$ cat src/rtl/bus_xfer_if.sv
// Purpose : Request and strobe bundle between a bus transfer requester (the
//           control FSM or a testbench) and bus_xfer_ctrl.
// Signals :
//   req_valid/req_ready   request handshake. A request transfers on a rising
//                         edge where both are 1. The requester holds req_*
//                         stable while req_valid=1. The controller captures
//                         req_* at that edge and never samples them again.
//                         req_ready is 1 only while the controller is idle.
//   req_op/src/dst/data   operation, endpoint indices and load data
//   out_sel/in_sel        one-hot source / destination enables (NSEL bits)
//   Read/Mdatain          MDR input mux select and memory data
//   done/err              completion / rejection pulses
//   xfer_count            completed-transfer counter
//   dbg_state             controller state encoding, for observation only
interface bus_xfer_if #(
    parameter int NSEL = 27
) ();
    logic            req_valid;
    logic            req_ready;
    logic [1:0]      req_op;
    logic [4:0]      req_src;
    logic [4:0]      req_dst;
    logic [31:0]     req_data;
    logic [NSEL-1:0] out_sel;
    logic [NSEL-1:0] in_sel;
    logic            Read;
    logic [31:0]     Mdatain;
    logic            done;
    logic            err;
    logic [15:0]     xfer_count;
    logic [2:0]      dbg_state;

    modport master (
        output req_valid, req_op, req_src, req_dst, req_data,
        input  req_ready, out_sel, in_sel, Read, Mdatain, done, err,
               xfer_count, dbg_state
    );

    modport slave (
        input  req_valid, req_op, req_src, req_dst, req_data,
        output req_ready, out_sel, in_sel, Read, Mdatain, done, err,
               xfer_count, dbg_state
    );
endinterface

$ cat src/rtl/bus_xfer_ctrl.sv
// Purpose : Bus transfer sequencer. Accepts one request at a time and drives
//           the one-hot source (*out) and destination (*in) strobes that move
//           one word across BusMuxOut. It also sequences the two-step memory
//           load path: Mdatain into MDR, then MDR onto the bus to the
//           destination.
// Ports   :
//   clk    rising-edge clock
//   reset  synchronous, active-high reset
//   bus    bus_xfer_if.slave. It carries the request handshake, the strobes,
//          Read/Mdatain, done/err, xfer_count and dbg_state.
// Options : define BUS_XFER_COUNT_EN to build the completed-transfer counter.
//           When it is undefined, xfer_count is tied to 0.
// Outputs are all registered. Each state's strobes are loaded on the edge
// that enters that state, so they are valid for the whole state cycle.
module bus_xfer_ctrl #(
    parameter int NSEL    = 27,
    parameter int MDR_IDX = 22
) (
    input logic      clk,
    input logic      reset,
    bus_xfer_if.slave bus
);
    typedef enum logic [2:0] {
        S_IDLE  = 3'd0,
        S_MOVE  = 3'd1,
        S_DRIVE = 3'd2,
        S_LOADA = 3'd3,
        S_LOADB = 3'd4,
        S_ERR   = 3'd5
    } state_t;

    localparam logic [1:0]      OP_MOVE  = 2'b00;
    localparam logic [1:0]      OP_LOAD  = 2'b01;
    localparam logic [1:0]      OP_DRIVE = 2'b10;
    localparam logic [NSEL-1:0] ONE      = {{(NSEL-1){1'b0}}, 1'b1};
    localparam logic [4:0]      MDR_SEL  = 5'(MDR_IDX);

    state_t          state_q;
    logic [4:0]      dst_q;
    logic            ready_q;
    logic [NSEL-1:0] out_sel_q;
    logic [NSEL-1:0] in_sel_q;
    logic            read_q;
    logic [31:0]     mdatain_q;
    logic            done_q;
    logic            err_q;

    // Index range checks. An index field that the op does not use is
    // ignored further down.
    logic src_ok;
    logic dst_ok;
    assign src_ok = (32'(bus.req_src) < 32'(NSEL));
    assign dst_ok = (32'(bus.req_dst) < 32'(NSEL));

    always_ff @(posedge clk) begin
        if (reset) begin
            state_q   <= S_IDLE;
            dst_q     <= '0;
            ready_q   <= 1'b1;
            out_sel_q <= '0;
            in_sel_q  <= '0;
            read_q    <= 1'b0;
            mdatain_q <= '0;
            done_q    <= 1'b0;
            err_q     <= 1'b0;
        end else begin
            // Strobes and pulses last one cycle unless the next state sets them.
            out_sel_q <= '0;
            in_sel_q  <= '0;
            read_q    <= 1'b0;
            done_q    <= 1'b0;
            err_q     <= 1'b0;
            case (state_q)
                S_IDLE: begin
                    // ready_q is always 1 in IDLE, so req_valid alone accepts.
                    if (bus.req_valid) begin
                        ready_q <= 1'b0;
                        dst_q   <= bus.req_dst;
                        if (bus.req_op == OP_MOVE && src_ok && dst_ok) begin
                            state_q   <= S_MOVE;
                            out_sel_q <= ONE << bus.req_src;
                            in_sel_q  <= ONE << bus.req_dst;
                            done_q    <= 1'b1;
                        end else if (bus.req_op == OP_DRIVE && src_ok) begin
                            state_q   <= S_DRIVE;
                            out_sel_q <= ONE << bus.req_src;
                            done_q    <= 1'b1;
                        end else if (bus.req_op == OP_LOAD && dst_ok) begin
                            state_q   <= S_LOADA;
                            read_q    <= 1'b1;
                            mdatain_q <= bus.req_data;
                            in_sel_q  <= ONE << MDR_IDX;
                            // A load whose destination is MDR finishes in LOADA.
                            done_q    <= (bus.req_dst == MDR_SEL);
                        end else begin
                            state_q <= S_ERR;
                            err_q   <= 1'b1;
                        end
                    end
                end
                S_LOADA: begin
                    if (dst_q == MDR_SEL) begin
                        state_q <= S_IDLE;
                        ready_q <= 1'b1;
                    end else begin
                        state_q   <= S_LOADB;
                        out_sel_q <= ONE << MDR_IDX;
                        in_sel_q  <= ONE << dst_q;
                        done_q    <= 1'b1;
                    end
                end
                default: begin
                    // MOVE, DRIVE, LOADB and ERR each last a single cycle.
                    state_q <= S_IDLE;
                    ready_q <= 1'b1;
                end
            endcase
        end
    end

`ifdef BUS_XFER_COUNT_EN
    logic [15:0] count_q;
    // The count advances on the edge that closes a done cycle. It wraps
    // naturally at 16 bits.
    always_ff @(posedge clk) begin
        if (reset) begin
            count_q <= '0;
        end else if (done_q) begin
            count_q <= count_q + 16'd1;
        end
    end
    assign bus.xfer_count = count_q;
`else
    assign bus.xfer_count = '0;
`endif

    assign bus.req_ready = ready_q;
    assign bus.out_sel   = out_sel_q;
    assign bus.in_sel    = in_sel_q;
    assign bus.Read      = read_q;
    assign bus.Mdatain   = mdatain_q;
    assign bus.done      = done_q;
    assign bus.err       = err_q;
    assign bus.dbg_state = state_q;
endmodule

$ cat src/flat_wrapper.sv
// flat-port wrapper written by rule: the top's interface ports become plain ports
module bus_xfer_ctrl_flat 
#(
    parameter int NSEL    = 27,
    parameter int MDR_IDX = 22
)
  (clk, reset, bus_req_valid, bus_req_op, bus_req_src, bus_req_dst, bus_req_data, bus_req_ready, bus_out_sel, bus_in_sel, bus_Read, bus_Mdatain, bus_done, bus_err, bus_xfer_count, bus_dbg_state);
  bus_xfer_if #(.NSEL(NSEL)) bus_i ();
  input logic clk;
  input logic reset;
  input wire logic [$bits(bus_i.req_valid)-1:0] bus_req_valid;
  input wire logic [$bits(bus_i.req_op)-1:0] bus_req_op;
  input wire logic [$bits(bus_i.req_src)-1:0] bus_req_src;
  input wire logic [$bits(bus_i.req_dst)-1:0] bus_req_dst;
  input wire logic [$bits(bus_i.req_data)-1:0] bus_req_data;
  output wire logic [$bits(bus_i.req_ready)-1:0] bus_req_ready;
  output wire logic [$bits(bus_i.out_sel)-1:0] bus_out_sel;
  output wire logic [$bits(bus_i.in_sel)-1:0] bus_in_sel;
  output wire logic [$bits(bus_i.Read)-1:0] bus_Read;
  output wire logic [$bits(bus_i.Mdatain)-1:0] bus_Mdatain;
  output wire logic [$bits(bus_i.done)-1:0] bus_done;
  output wire logic [$bits(bus_i.err)-1:0] bus_err;
  output wire logic [$bits(bus_i.xfer_count)-1:0] bus_xfer_count;
  output wire logic [$bits(bus_i.dbg_state)-1:0] bus_dbg_state;
  assign bus_i.req_valid = bus_req_valid;
  assign bus_i.req_op = bus_req_op;
  assign bus_i.req_src = bus_req_src;
  assign bus_i.req_dst = bus_req_dst;
  assign bus_i.req_data = bus_req_data;
  assign bus_req_ready = bus_i.req_ready;
  assign bus_out_sel = bus_i.out_sel;
  assign bus_in_sel = bus_i.in_sel;
  assign bus_Read = bus_i.Read;
  assign bus_Mdatain = bus_i.Mdatain;
  assign bus_done = bus_i.done;
  assign bus_err = bus_i.err;
  assign bus_xfer_count = bus_i.xfer_count;
  assign bus_dbg_state = bus_i.dbg_state;
  bus_xfer_ctrl #(.NSEL(NSEL), .MDR_IDX(MDR_IDX)) u_core (.clk(clk), .reset(reset), .bus(bus_i));
endmodule
$ cat config.mk
export PLATFORM = sky130hd
export DESIGN_NAME = bus_xfer_ctrl_flat
export DESIGN_NICKNAME = d
export VERILOG_FILES = /design/src/rtl/bus_xfer_if.sv /design/src/rtl/bus_xfer_ctrl.sv /design/src/flat_wrapper.sv
export SDC_FILE = /design/constraint.sdc
export NUM_CORES = 1
export LEC_CHECK = 0
export ABC_AREA = 1
export BUFFER_PORTS_ARGS = -buffer_cell sky130_fd_sc_hd__buf_2
export CORE_ASPECT_RATIO = 0.8
export CORE_MARGIN = 4
export CORE_UTILIZATION = 50
export CTS_BUF_LIST = sky130_fd_sc_hd__clkbuf_8
export DETAILED_ROUTE_END_ITERATION = 7
export PLACE_DENSITY_LB_ADDON = 0.15
export SLEW_MARGIN = 20
export SYNTH_ARGS = -nofsm -noshare
export SYNTH_HDL_FRONTEND = slang
export SYNTH_SLANG_ARGS = --single-unit
$ cat constraint.sdc
create_clock -name clk -period 1.4 [get_ports clk]
set_input_delay 0.14 -clock clk [delete_from_list [all_inputs] [get_ports clk]]
set_output_delay 0.14 -clock clk [all_outputs]
set_load 0.05 [all_outputs]
==> results by group <==
Floorplanning
  • Rows: 28
  • Die Area: 9090 sq um
  • I/O Pins: around 160
  • Total core area: 7390 sq um
  • Die Width: roughly 110 um
  • Starting Density: 0.516
  • DIE HEIGHT: ~86 um

Synth
  • Ys flop type: dfxtp_1
  • Sequential area share after synthesis: 0.515
  • Mapped Area: 3810 sq um
  • Synth warn: 0
  • #FFs+latches synth: 98
  • Syn avg cell area: 7.70 sq um
  • Most common cell in the netlist: nor2_1
  • Largest area contributor in the netlist: dfxtp_1
  • Post-Synthesis Cells: roughly 500
  • Top cell type's share of synthesized area: 0.515
  • Post-synth EDFFs: 0
  • Post-synth top cells: nor2_1 (124), dfxtp_1 (98), nand2_1 (70)
  • Asr flop ratio synth: 0
  • Main area contributors after synthesis: dfxtp_1 (51%), nor2_1 (12%), nand2_1 (6.9%)
  • Yosys cell types: 30

GRT
  • Remaining Overflow, GRT: 0
  • Vias in the first global route: 3206
  • First-pass GRT wire length: 14800 um
  • Pin count of the biggest net entering global routing: 33
  • Initial antenna violation count: 0
  • GRT Overall Usage: 0.202

Timing
  • Setup TNS: 0 ns
  • Minimum clock period: 1.39 ns
  • Slew Limit Fails: 0
  • Period utilization: 0.993
  • Fmax: 719 MHz
  • Setup violators final: 0
  • Clk_skew: ~0.0081 ns
  • Unrepaired setup endpoints after global routing: true
  • Hold_ws: -0.00108 ns
  • Hold Vio Cnt, Final: 1

Clocking
  • Skew-Pair Late Insertion Delay: 0.37 ns
  • H-tree depth: 3
  • Clock sink count: roughly 100
  • Clock transition at path regs: 0.10 ns
  • CTS max path bufs: 2
  • Total CTS buffers: 9
  • Hold-fix buffers, CTS: 0
  • Root Driver: clkbuf_8
  • CTS tree: built

Drt
  • ANT nets after route: 0
  • Routed wire length per instance: 13.0 um
  • DR vias: 3703
  • Iter 0 DRT Violations: roughly 200
  • Residual DRC count: 0
  • DRT Wirelength: 9980 um
  • Vias per Instance: 4.82
  • Drt pass-1 iters: 5

Place
  • Post-DP HPWL: between 7000 and 8000 um
  • Dpl cells: 744
  • Gp weighted congestion: about 0.92
  • Area post-placement: 4690 sq um
  • Port Buf Inserts: 139

Worst setup path
  • Required @ worst endpoint: 1.71 ns
  • Worst Setup End Kind: flop
  • CP arrival: 1.70 ns
  • Crit path from: u_core.bus.dbg_state[0]
  • Peak fanout along the critical path: 8
  • Worst r2r src: u_core.bus.dbg_state[0]
  • CP Launch Type: flop
  • Classification of the worst setup path: flop to flop

Run
  • Max_cap viols: 0

Final layout
  • Layout area overhead: 34.7%
  • Diode count: 0
  • Post-Layout Cell Count: about 770
  • Final instance area: 5130 sq um
  • Fin nets: 706
  • Layout Utilization: 0.694
  • Fillers: roughly 660
  • Layout cells sized above 1: 0.367

Pwr
  • Leakage: 2.42 nW
  • Worst IR drop on VDD: 0.697 mV
  • Pwr per Cell Area: between 1000 and 1500 nW/um^2

Status
  • Failing checks: hold timing
  • Status: complete, but fails checks

Worst hold path
  • Worst hold start: bus_req_data[4]
  • Worst min-delay path category: primary input to flop
-- stage by stage --
stage / setup slack [ns] / power [mW]
global placement: -0.0228 / 4.00
global route: -0.0864 / 6.03
finish: 0.00922 / 5.79
CTS: -0.00420 / 5.72
floorplan: -0.00995 / 3.74
detailed placement: -0.0328 / 4.01
-- cells by family after synthesis --
group / after synthesis / synth area share
simple gates: 253 / 0.291
flops: 98 / 0.515
compound gates: 74 / 0.101
buf+inv: 69 / 0.0929
other cells: 1 / 0.000984
-- registers in the layout, indices dropped and copies added, names as in the netlist --
signal                flops
u_core.bus.req_ready      1
u_core.bus.err            1
u_core.bus.done           1
u_core.bus.dbg_state      3
u_core.dst_q              5
u_core.bus.in_sel        27
u_core.bus.Read           1
u_core.bus.Mdatain       32
u_core.bus.out_sel       27
-- area by class of cell --
class	count	area [sq um]	share of cell area
inverters	36	140	0.0273
clock buffers	9	124	0.0241
well taps	105	131	0.0256
clock inverters	7	60.1	0.0117
multi-input cells	345	1710	0.332
flip-flops and latches	98	1970	0.383
repair buffers	169	1000	0.196
-- routing by layer --
metal,share of wire,vias to the layer above,track usage
met5,0,-,0
met4,0.016,0,0.0600
met3,0.12,20,0.0700
met2,0.44,194,0.305
met1,0.43,1611,0.274
li1,-,1878,-
-- cells in the final DEF, fill, tap and decap left out, types with 10 or more instances in the layout --
cell type | synthesis | routed
o21ai_0 | 37 | 19
conb_1 | 1 | 16
nor2_1 | 124 | 120
o21ai_1 | 0 | 17
buf_2 | 5 | 139
nand3_1 | 26 | 26
nand2_2 | 5 | 10
a21oi_1 | 35 | 21
dfxtp_1 | 98 | 94
buf_4 | 17 | 22
a21oi_2 | 0 | 14
inv_1 | 30 | 29
nand2_1 | 70 | 62
-- critical path, stage by stage, from the launching register on --
cell	delay, ns
dfxtp_2	0.34
nor2_2	0.10
nand2_2	0.10
nor2_8	0.21
nand2_4	0.12
nor2_4	0.25
nand2_1	0.10
a21oi_2	0.11
-- path summary, 6_finish.rpt --
kind                                 to  slack [ns]  cells after the start
setup / recovery  u_core.bus.in_sel[26]       0.009                      7
hold / removal    u_core.bus.Mdatain[4]      -0.001                      3
setup reg to reg  u_core.bus.in_sel[26]       0.009                      7
hold reg to reg    u_core.bus.req_ready        0.48                      2
-- report_power, final --
group | total, mW | switching [mW] | internal (mW)
registers | 2.93 | 0.0599 | 2.87
clock network | 1.72 | 1.04 | 0.680
logic | 1.14 | 0.807 | 0.331
total | 5.79 | 1.91 | 3.88
-- timing repair --
item                       4_1_cts  5_1_grt
setup buffers                    3        2
gates cloned                     0        4
pin swaps                        5       12
setup endpoints to repair       30       85
gates resized for setup          1       61
No activity file was read; power rests on OpenSTA's default activity.
